### src/rtl/par_pkg.sv
// rtl/par_pkg.sv - shared types and constants for the parity serial transmitter
// Purpose: state encoding, frame/data width constants and the parity helper.
// Ports: none (package).
package par_pkg;

   localparam int FRAME_BITS = 7;   // start + 4 data + parity + stop
   localparam int DATA_W     = 4;

   typedef enum logic [2:0] {
      ST_IDLE   = 3'd0,
      ST_START  = 3'd1,
      ST_DATA   = 3'd2,
      ST_PARITY = 3'd3,
      ST_STOP   = 3'd4
   } par_state_e;

   // Even parity is the plain XOR; odd parity is its inverse.
   function automatic logic parity_bit(input logic [DATA_W-1:0] d, input logic odd);
      return (^d) ^ odd;
   endfunction

endpackage

### src/rtl/par_rr_arb.sv
// rtl/par_rr_arb.sv - two-way round-robin arbiter
// Purpose: picks one of two requesters, favouring the one not served last.
// Ports:
//   clk, rst     clock, synchronous active-high reset
//   valid[1:0]   requester valids
//   enable       grant allowed this cycle
//   update       accept strobe; records the granted index as last served
//   grant[1:0]   one-hot grant (combinational)
//   last_served  index of the requester served most recently
module par_rr_arb (
   input  logic       clk,
   input  logic       rst,
   input  logic [1:0] valid,
   input  logic       enable,
   input  logic       update,
   output logic [1:0] grant,
   output logic       last_served
);

   always_comb begin
      grant = 2'b00;
      if (enable) begin
         case (valid)
            2'b01:   grant = 2'b01;
            2'b10:   grant = 2'b10;
            2'b11:   grant = last_served ? 2'b01 : 2'b10;
            default: grant = 2'b00;
         endcase
      end
   end

   // Reset value 1 makes requester 0 win the first tie.
   always_ff @(posedge clk) begin
      if (rst)
         last_served <= 1'b1;
      else if (update)
         last_served <= grant[1];
   end

endmodule

### src/rtl/par_tx_ctrl.sv
// rtl/par_tx_ctrl.sv - two-requester nibble serializer with parity
// Purpose: arbitrates two nibble sources and sends start/4 data/parity/stop frames.
// Ports:
//   clk, rst                          clock, synchronous active-high reset
//   req0_valid/req0_data/req0_ready   requester 0 handshake
//   req1_valid/req1_data/req1_ready   requester 1 handshake
//   tx_out                            serial line, idle high
//   tx_busy                           frame in progress
//   tx_src                            requester owning the current frame
//   frame_done                        pulse in the last cycle of the stop bit
module par_tx_ctrl
   import par_pkg::*;
#(
   parameter int PARITY_ODD = 0,
   parameter int BIT_CYCLES = 4
) (
   input  logic              clk,
   input  logic              rst,
   input  logic              req0_valid,
   input  logic [DATA_W-1:0] req0_data,
   output logic              req0_ready,
   input  logic              req1_valid,
   input  logic [DATA_W-1:0] req1_data,
   output logic              req1_ready,
   output logic              tx_out,
   output logic              tx_busy,
   output logic              tx_src,
   output logic              frame_done
);

   localparam logic [7:0] LAST_CNT = 8'(BIT_CYCLES - 1);

   par_state_e        state;
   logic [7:0]        cnt;
   logic [1:0]        bit_idx;
   logic [1:0]        next_idx;
   logic [DATA_W-1:0] nibble;
   logic [1:0]        grant;
   logic              last_served;
   logic              arb_en;
   logic              accept;
   logic              bit_done;

   assign arb_en     = (state == ST_IDLE) && !rst;
   assign accept     = |grant;
   assign req0_ready = grant[0];
   assign req1_ready = grant[1];
   assign bit_done   = (cnt == LAST_CNT);
   assign next_idx   = bit_idx + 2'd1;

   par_rr_arb u_arb (
      .clk         (clk),
      .rst         (rst),
      .valid       ({req1_valid, req0_valid}),
      .enable      (arb_en),
      .update      (accept),
      .grant       (grant),
      .last_served (last_served)
   );

   always_ff @(posedge clk) begin
      if (rst) begin
         state      <= ST_IDLE;
         tx_out     <= 1'b1;
         tx_busy    <= 1'b0;
         tx_src     <= 1'b0;
         frame_done <= 1'b0;
         cnt        <= 8'd0;
         bit_idx    <= 2'd0;
         nibble     <= '0;
      end else begin
         frame_done <= 1'b0;
         case (state)
            ST_IDLE: begin
               if (accept) begin
                  nibble  <= grant[1] ? req1_data : req0_data;
                  tx_src  <= grant[1];
                  state   <= ST_START;
                  tx_out  <= 1'b0;
                  tx_busy <= 1'b1;
                  cnt     <= 8'd0;
               end
            end
            ST_START: begin
               if (bit_done) begin
                  cnt     <= 8'd0;
                  bit_idx <= 2'd0;
                  state   <= ST_DATA;
                  tx_out  <= nibble[0];
               end else begin
                  cnt <= cnt + 8'd1;
               end
            end
            ST_DATA: begin
               if (bit_done) begin
                  cnt <= 8'd0;
                  if (bit_idx == 2'd3) begin
                     state  <= ST_PARITY;
                     tx_out <= parity_bit(nibble, PARITY_ODD != 0);
                  end else begin
                     bit_idx <= next_idx;
                     tx_out  <= nibble[next_idx];
                  end
               end else begin
                  cnt <= cnt + 8'd1;
               end
            end
            ST_PARITY: begin
               if (bit_done) begin
                  cnt        <= 8'd0;
                  state      <= ST_STOP;
                  tx_out     <= 1'b1;
                  // A one-cycle stop bit is its own final cycle.
                  frame_done <= (BIT_CYCLES == 1);
               end else begin
                  cnt <= cnt + 8'd1;
               end
            end
            ST_STOP: begin
               if (bit_done) begin
                  cnt     <= 8'd0;
                  state   <= ST_IDLE;
                  tx_busy <= 1'b0;
               end else begin
                  cnt        <= cnt + 8'd1;
                  frame_done <= ((cnt + 8'd1) == LAST_CNT);
               end
            end
            default: state <= ST_IDLE;
         endcase
      end
   end

   // While a frame is on the line, the arbiter's pointer names its owner.
   always @(posedge clk) begin
      if (!rst && state != ST_IDLE)
         assert (last_served == tx_src);
   end

endmodule
### config.mk
export PLATFORM = sky130hd
export DESIGN_NAME = par_tx_ctrl
export DESIGN_NICKNAME = d
export VERILOG_FILES = /design/src/rtl/par_pkg.sv /design/src/rtl/par_rr_arb.sv /design/src/rtl/par_tx_ctrl.sv
export SDC_FILE = /design/constraint.sdc
export NUM_CORES = 1
export LEC_CHECK = 0
export CAP_MARGIN = 20
export CORE_MARGIN = 2
export CORE_UTILIZATION = 36
export CTS_CLUSTER_SIZE = 30
export DETAILED_ROUTE_END_ITERATION = 8
export GPL_TIMING_DRIVEN = 0
export HOLD_SLACK_MARGIN = 0.08
export PLACE_DENSITY = 0.53
export SLEW_MARGIN = 5
export SYNTH_ARGS = -nofsm -noshare
export SYNTH_HDL_FRONTEND = slang
export SYNTH_HIERARCHICAL = 1
export SYNTH_SLANG_ARGS = --single-unit
### constraint.sdc
create_clock -name clk -period 6 [get_ports clk]
set_input_delay 0.9 -clock clk [delete_from_list [all_inputs] [get_ports clk]]
set_output_delay 0.9 -clock clk [all_outputs]
set_load 0.1 [all_outputs]
==> run metrics <==
outcome=finished, final reports clean; post-route cell area=~1600 um^2; Port Buffer Count=17; sum of internal, switching and leakage power=between 300 and 400 uW; final cell utilization of the core=between 40% and 50%; hold buffer count at cts=0; number of clock sinks seen by CTS=22; commonest cells in the synthesized netlist=sky130_fd_sc_hd__dfxtp_1, sky130_fd_sc_hd__nor2_1, sky130_fd_sc_hd__a21oi_1, sky130_fd_sc_hd__nand2_1; Total Negative Setup Slacks=0 ns; effective utilization at floorplan=a little under two fifths; worst setup path class=primary input to output port; Clock Skew=between 0.002 and 0.003 ns; total via count in the routed design=~1,200; wire length on met2=around 1400 um; wirelength, routed=approximately 3100 um; unique cell type count in the Yosys netlist=around 50; Worst-Skew Late Latency=approximately 0.26 ns; number of stages on the worst hold path=2; kind of end point of the critical path=output port; vias in the first global route=~1,200; Placed Area=~1600 um^2; Req. time, crit path=about 5.1 ns; share of synthesized area occupied by flip-flops and latches=about a third; drt first pass iters=4; Worst Tran Pin Value=a little under 1 ns; largest fanout of any net on the critical path=10; placed wire-length estimate=around 2400 um; Period minus WS final=about 4.6 ns; cell area after technology mapping=1355 um^2; clock tree from TritonCTS=built; async set-or-reset flop fraction in the synthesized netlist=0%; Gate Count Post-Synth=~160; Hold EP=bit_idx[1]$_SDFFE_PP0P_; final count of negative-setup-slack endpoints=0; RSZ-0062 raised after global routing=no; final weighted congestion of routability-driven global placement=around 0.84; nets in the synthesized netlist=171; Congestion Overflow GR=0; global router's overall resource usage=about 17%; startpoint kind of the worst setup timing path=primary input; origin of the worst setup path=rst; classification of the worst-slack hold path=register to register; clock tree root buffer cell=sky130_fd_sc_hd__clkbuf_8; fin. max-slew vios=0; top cell type's share of synthesized area=between 30% and 40%; H-tree lvl count=1; power density over cell area=around 220 nW/um^2; reported leakage power=slightly below 0.6 nW; highest routed metal layer=met4; post-cts sizing count=0; count leader, synth=sky130_fd_sc_hd__dfxtp_1; share of final-layout standard cells stronger than drive strength 1=12.43%; clock-pin slew of the registers on the worst-case setup and hold paths=~0.08 ns; Area contributors post-synth=sky130_fd_sc_hd__dfxtp_1, sky130_fd_sc_hd__a21oi_1, sky130_fd_sc_hd__mux2i_1; reg2reg path depth=11; detail-routed net length per standard cell=approximately 14 um; number of antenna violations at the first check in global routing=0; biggest area consumer among synthesized cells=sky130_fd_sc_hd__dfxtp_1; Yosys warning count=6; global-route wire length before repair=roughly 5600 um; Worst Hold Margin=0.4869 ns; combined flip-flop and latch cell area=~440 um^2; Max-Cap Viols=0; HP Start=bit_idx[1]$_SDFFE_PP0P_; layout net count=between 150 and 200; Core Box Area=3633 um^2; Die X-Extent=approximately 65 um; worst ir drop on vdd=0.00009447 V; endpoint of the lowest-slack register-to-register path=nibble[1]$_SDFFE_PP0P_; growth of design area from synthesis to finish=21.05%; number of setup buffers added after CTS=0; remaining max-slew budget at the tightest pin=between 30% and 40%; Die Area=around 4300 um^2; CTS Buffer Depth=2; Chip Height=65.35 um; Crit path arrival time=approximately 3.7 ns; number of top-level pins=18; number of synthesized flops with an enable pin=0; placed instance count=roughly 220; Non-Filler Instances=between 200 and 250; average instance area after synthesis=roughly 8.7 um^2; M1 WL=1551 um; iteration-0 DRC count of the detailed router=just under 50; pre-CTS setup slack=between 1 and 1.5 ns; Post-synth top flop=sky130_fd_sc_hd__dfxtp_1; final setup slack of the worst path=approximately 1.4 ns; #FFs+latches synth=22; Fill cells=380; CTS Buf Count=3; combined area of the multi-input logic cells=approximately 810 um^2; launch point of the worst reg-to-reg path=state[1]$_SDFFE_PP0P_; via density per instance=around 5.4; top achievable clock speed=approximately 220 MHz; Final ANT Viol Nets=0; total count of hold-check failures in the final report=0; met3 wire length=between 70 and 80 um; post-route clock period utilization=a little under 80%; r2r setup slk=between 3 and 4 ns; std cell rows=22; post-detailed-route DRC marker count=0; antenna cell count=0; pin count of the biggest net entering global routing=13
## worst max-delay path by stage
stage	endpoint	slack (ns)	depth (start not counted)
6_report	req0_ready	1.38	6
5_1_grt	req0_ready	1.30	6
4_1_cts	req0_ready	1.44	6
3_5_place_dp	req1_ready	1.45	6
3_3_place_gp	req0_ready	1.53	6
2_1_floorplan	nibble[0]$_SDFFE_PP0P_	2.08	10
## routing by layer
metal / track usage, % / vias up
met1: 22.72 / 557
met2: 27.30 / 24
li1: - / 626
met3: 2.226 / 4
met4: 4.688 / 0
met5: 0 / -
## kinds of logic (layout without fill, tap and decap cells)
group | count (synthesis) | count (layout) | share of synthesized area [%]
xor gates and xnor gates | 5 | 5 | 3.232
DFF | 22 | 22 | 32.50
muxes | 7 | 7 | 6.094
adders and majority gates | 3 | 3 | 2.770
and+or+nand+nor | 63 | 63 | 26.22
AOI/OAI and AO/OA | 40 | 40 | 21.42
buffers and inverters | 16 | 37 | 7.756
## worst max-delay path, stage by stage
cell,delay (ns)
sky130_fd_sc_hd__clkdlybuf4s50_1,0.52
sky130_fd_sc_hd__clkbuf_1,0.30
sky130_fd_sc_hd__nor4_1,0.48
sky130_fd_sc_hd__nand2_1,0.10
sky130_fd_sc_hd__a21oi_1,0.23
sky130_fd_sc_hd__clkdlybuf4s50_1,1.18
## cell usage in the layout, fill, tap and decap left out, drive strengths merged, types with 3 or more instances in the layout
master / synthesis / routed
dfxtp: 22 / 22
clkdlybuf4s50: 0 / 17
nor2: 14 / 14
nand2: 13 / 13
a21oi: 12 / 12
buf: 8 / 8
mux2i: 6 / 6
nand3: 6 / 6
a311oi: 6 / 6
clkbuf: 2 / 6
inv: 5 / 5
a211oi: 5 / 5
nor4: 4 / 4
and2: 4 / 4
nor3: 4 / 4
nand4: 3 / 3
xor2: 3 / 3
o21ai: 3 / 3
ha: 3 / 3
## state kept, by name, summed over array words and instances (netlist names)
name / cells
bit_idx: 2
cnt: 8
frame_done: 1
nibble: 4
state: 3
tx_busy: 1
tx_out: 1
tx_src: 1
u_arb/last_served: 1
## report_power, final
| part | internal, mW | switching (mW) | total (mW) |
|---|---|---|---|
| logic | 0.0355 | 0.0565 | 0.0920 |
| registers | 0.154 | 0.00781 | 0.162 |
| clock network | 0.0585 | 0.0491 | 0.108 |
## layout make-up
cell class,count,share of cell area [%]
buffer,11,5.263
clock buffer,4,3.356
inverter,5,1.144
multi-input combinational,118,49.35
sequential,22,26.85
tap,48,3.661
timing repair buffer,17,10.37
Power figures use the tool's default switching activity.
==> RTL edit 1 (config.mk and constraints unchanged) <==
The 5 states of `par_state_e` get a one-hot encoding in 5 bits.
--- a/src/rtl/par_pkg.sv
+++ b/src/rtl/par_pkg.sv
@@ -6,12 +6,12 @@
    localparam int FRAME_BITS = 7;   // start + 4 data + parity + stop
    localparam int DATA_W     = 4;
 
-   typedef enum logic [2:0] {
-      ST_IDLE   = 3'd0,
-      ST_START  = 3'd1,
-      ST_DATA   = 3'd2,
-      ST_PARITY = 3'd3,
-      ST_STOP   = 3'd4
+   typedef enum logic [4:0] {
+      ST_IDLE   = 5'b00001,
+      ST_START  = 5'b00010,
+      ST_DATA   = 5'b00100,
+      ST_PARITY = 5'b01000,
+      ST_STOP   = 5'b10000
    } par_state_e;
 
    // Even parity is the plain XOR; odd parity is its inverse.
Function: same outputs for any inputs over 10 cycles, from zero or initial values and one cycle with rst high; not proved beyond that.
==> RTL edit 1 against the original RTL <==
- hold slack got worse by 0.0056 ns
- sequential cell count rose by 2
- final area rose by 7.2%
- count of clock-buffer cells in the layout fell by 1
- synthesized area rose by 7.4%
- sequential share of layout area rose by 0.46 points
- worst setup slack improved by 0.18 ns
- register-to-register slack got worse by 0.19 ns
- synthesized cell count rose by 11%
- wire length rose by 5.4%
- critical path depth rose by 1
- first-iteration DRC count rose by 27%
Power is not compared: it rests on default switching activity, and its combinational part moved more than twofold at a synthesized area within 25%.
==> RTL edit 1: results <==
metrics = {
    "synth": {
        "synth_cells": 173,
        "synth_common_cells": "dfxtp_1, nor2_1, nand2_1, a21oi_1",
        "ys_top_cells_by_area": "dfxtp_1, nor2_1, a21o_1",
        "syn_area_per_cell_um2": 8.411,
        "syn-num-nets": 188,
        "synth_cell_types": 45,
        "ys_seq_area_frac": 0.3302,
    },
    "global_routing": {
        "grtUsageMet3": 0.03667,
        "grt_max_degree": 15,
        "grt_pass1_wl_mm": 5.809,
        "first_global_vias": 1307,
        "groute.usage.overall": 0.1656,
        "grt_use_met2": 0.2929,
    },
    "routing": {
        "drt_first_pass_iters": 4,
        "wl_met3_um": 173,
        "post_drt_via_cell_ratio": 5.426,
        "m1WireLength_mm": 1.482,
        "dr_wl_met2_mm": 1.585,
        "wire_per_inst_um": 13.41,
        "drt-initial-drc-count": 62,
    },
    "final_layout": {
        "n_fill_cell": 391,
        "final_cell_count_no_fill": 244,
        "inv_count": 4,
        "layout.nets": 210,
        "multi_input_area_um2": 903.4,
        "multi_input_gates": 136,
        "final-clk-cell-share": 0.04054,
        "buffers": 26,
        "drive_gt1_frac": 0.1082,
        "final-nonclk-buf-share": 0.1287,
        "seq_area_um2": 480.5,
    },
    "setup_path": {
        "timing.rr.end": "cnt[1]",
        "reg2reg_slack_ns": 3.08,
        "max_stage_delay_ns": 0.97,
        "endpoint": "req1_ready",
        "reg2reg_depth": 12,
    },
    "place": {
        "hpwl_mm": 2.440,
        "placed_cells": 240,
        "place_ws_ns": 1.540,
        "placed_area_um2": 1688,
        "place.gp.congestion": 0.8500,
    },
    "hold_path": {
        "hp-start": "tx_busy",
        "min_to": "tx_busy",
    },
    "timing": {
        "hold_ws_ns": 0.4813,
        "clock_skew_ns": 0.001472,
        "period_minus_slack_ns": 4.441,
        "worst_slew_pin_slew_ns": 0.9774,
    },
    "status": {
        "status": "complete, no violations",
    },
    "power": {
        "clock_power_share": 0.240,
        "power_mw": 0.5999,
    },
    "clock_tree": {
        "cts_num_sinks": 24,
    },
}
RTL edit 1: cell count changes after synthesis, moves of 3 or more:
cell and change:
nand2b_1 +5, and3_1 +3, a21oi_1 -3, a311oi_1 -6
a21o_1 +6, o21ai_0 +4, or3_1 +3, nor2_2 +3
nor3_1 +3, o2bb2ai_1 +3, nand4_1 +3
RTL edit 1: logic make-up (layout without fill, tap and decap cells):
kind of cell	count (synthesis)	after routing	share of synthesized area
simple gates	76	76	0.2760
compound gates	42	42	0.2081
flops	24	24	0.3302
buf+inv	13	34	0.04901
xor+xnor	8	8	0.05331
mux	7	7	0.05761
fa+ha+maj	3	3	0.02580
RTL edit 1: tightest hold or removal path, stage by stage, from the launching register on:
cell	delay (ns)
dfxtp_1	0.32
o21ai_0	0.06
a21oi_1	0.06
==> RTL edit 2 (same flow settings) <==
Without the edit above. The parameter `PARITY_ODD` goes from 0 to 1.
--- a/src/rtl/par_tx_ctrl.sv
+++ b/src/rtl/par_tx_ctrl.sv
@@ -11,7 +11,7 @@
 module par_tx_ctrl
    import par_pkg::*;
 #(
-   parameter int PARITY_ODD = 0,
+   parameter int PARITY_ODD = 1,
    parameter int BIT_CYCLES = 4
 ) (
    input  logic              clk,
Formal check against the unedited RTL: no difference found for any inputs over 10 cycles, from zero or initial values and one cycle with rst high; that may be too few to reach the edited logic, so the function may still have changed.
==> RTL edit 2 against the original RTL <==
- worst setup slack better by 0.15 ns
- synthesized area down 2.1%
- first-iteration DRC count down 12%
- sequential cell count unchanged
- global-route usage about the same
- die area down 2.0%
- total power down 1.8%
- clock skew down 0.00053 ns
- wire length down 2.7%
- final area down 1.8%
==> RTL edit 2: results <==
metrics = {
    "status": {
        "status": "complete, no violations",
    },
    "power": {
        "irDropWorstVdd_mv": 0.1448,
        "p_leak_nw": 0.5919,
    },
    "routing": {
        "post_drt_via_cell_ratio": 5.319,
        "m1WireLength_mm": 1.541,
        "drt-initial-drc-count": 43,
        "routed_wl_mm": 3.019,
        "dr_wl_met2_mm": 1.340,
        "wl_met3_um": 113,
    },
    "timing": {
        "clock_skew_ns": 0.002437,
        "hold_ws_ns": 0.4626,
        "relSlewSlack": 0.3521,
        "clock.fmax_mhz": 223.6,
    },
    "setup_path": {
        "cp_slowest_cell": "clkdlybuf4s50_1",
        "reg2reg_slack_ns": 3.59,
        "reg2reg_from": "state[2]",
        "arrival_ns": 3.57,
    },
    "global_routing": {
        "first_global_vias": 1181,
        "grt_pass1_wl_mm": 5.423,
        "groute.usage.overall": 0.1654,
        "antenna_found_initial": 0,
    },
    "place": {
        "hpwl_mm": 2.301,
        "place_ws_ns": 1.531,
        "place.gp.congestion": 0.7986,
        "placed_area_um2": 1556,
    },
    "final_layout": {
        "drive_gt1_frac": 0.1124,
        "layout.nets": 194,
        "n_antenna_cell": 0,
    },
    "floorplanning": {
        "die_area_um2": 4185,
    },
    "clock_tree": {
        "cts_resized": 0,
    },
    "synth": {
        "syn-num-nets": 172,
        "synth_cell_types": 50,
        "synth_common_cells": "dfxtp_1, nor2_1, nand2_1, a21oi_1, nand3_1",
        "ys_top_cells_by_area": "dfxtp_1, a21oi_1, mux2i_1",
        "ys_seq_area_frac": 0.3321,
    },
}
[RTL edit 2: cell type report]
| class | count | area, um2 |
|---|---|---|
| Buffer | 11 | 53.80 |
| Clock buffer | 4 | 55.05 |
| Fill cell | 381 | 1994 |
| Inverter | 5 | 18.77 |
| Multi-Input combinational cell | 119 | 813.3 |
| Sequential cell | 22 | 440.4 |
| Tap cell | 48 | 60.06 |
| Timing Repair Buffer | 17 | 170.2 |
[RTL edit 2: per-stage QoR]
step	std cells	power [mW]
floorplan	157	0.2306
global placement	222	0.2535
detailed placement	222	0.2551
CTS	226	0.3617
global route	226	0.3756
finish	226	0.3547
[RTL edit 2: layer usage]
layer / GRT usage / vias up
li1: - / 627
met1: 0.2248 / 549
met2: 0.2630 / 24
met3: 0.04514 / 2
met4: 0.03457 / 0
met5: 0 / -
[RTL edit 2: cells by family after synthesis]
group | synth area share
AND/OR/NAND/NOR | 0.2708
AO/OA/AOI/OAI | 0.2189
flip-flops | 0.3321
buffers and inverters | 0.05472
multiplexers | 0.06226
XOR/XNOR | 0.03302
adder cells (fa/ha/maj) | 0.02830
[RTL edit 2: worst max-delay path by stage]
stage | start | end | cells after the start
2_1_floorplan | rst | nibble[0] | 10
3_3_place_gp | rst | req0_ready | 6
3_5_place_dp | rst | req0_ready | 6
4_1_cts | rst | req0_ready | 6
5_1_grt | rst | req0_ready | 6
6_report | rst | req0_ready | 6
[RTL edit 2: critical path, delay by kind of cell]
family	cells	cell delay (ns)
compound gates	1	0.25
buf+inv	3	2.00
simple gates	2	0.43
[RTL edit 2: power by group]
group	internal [mW]	total, mW	switching [mW]	leakage (nW)
Clock	0.0584	0.103	0.0450	0.0288
Combinational	0.0345	0.0896	0.0552	0.384
Sequential	0.154	0.162	0.00785	0.179
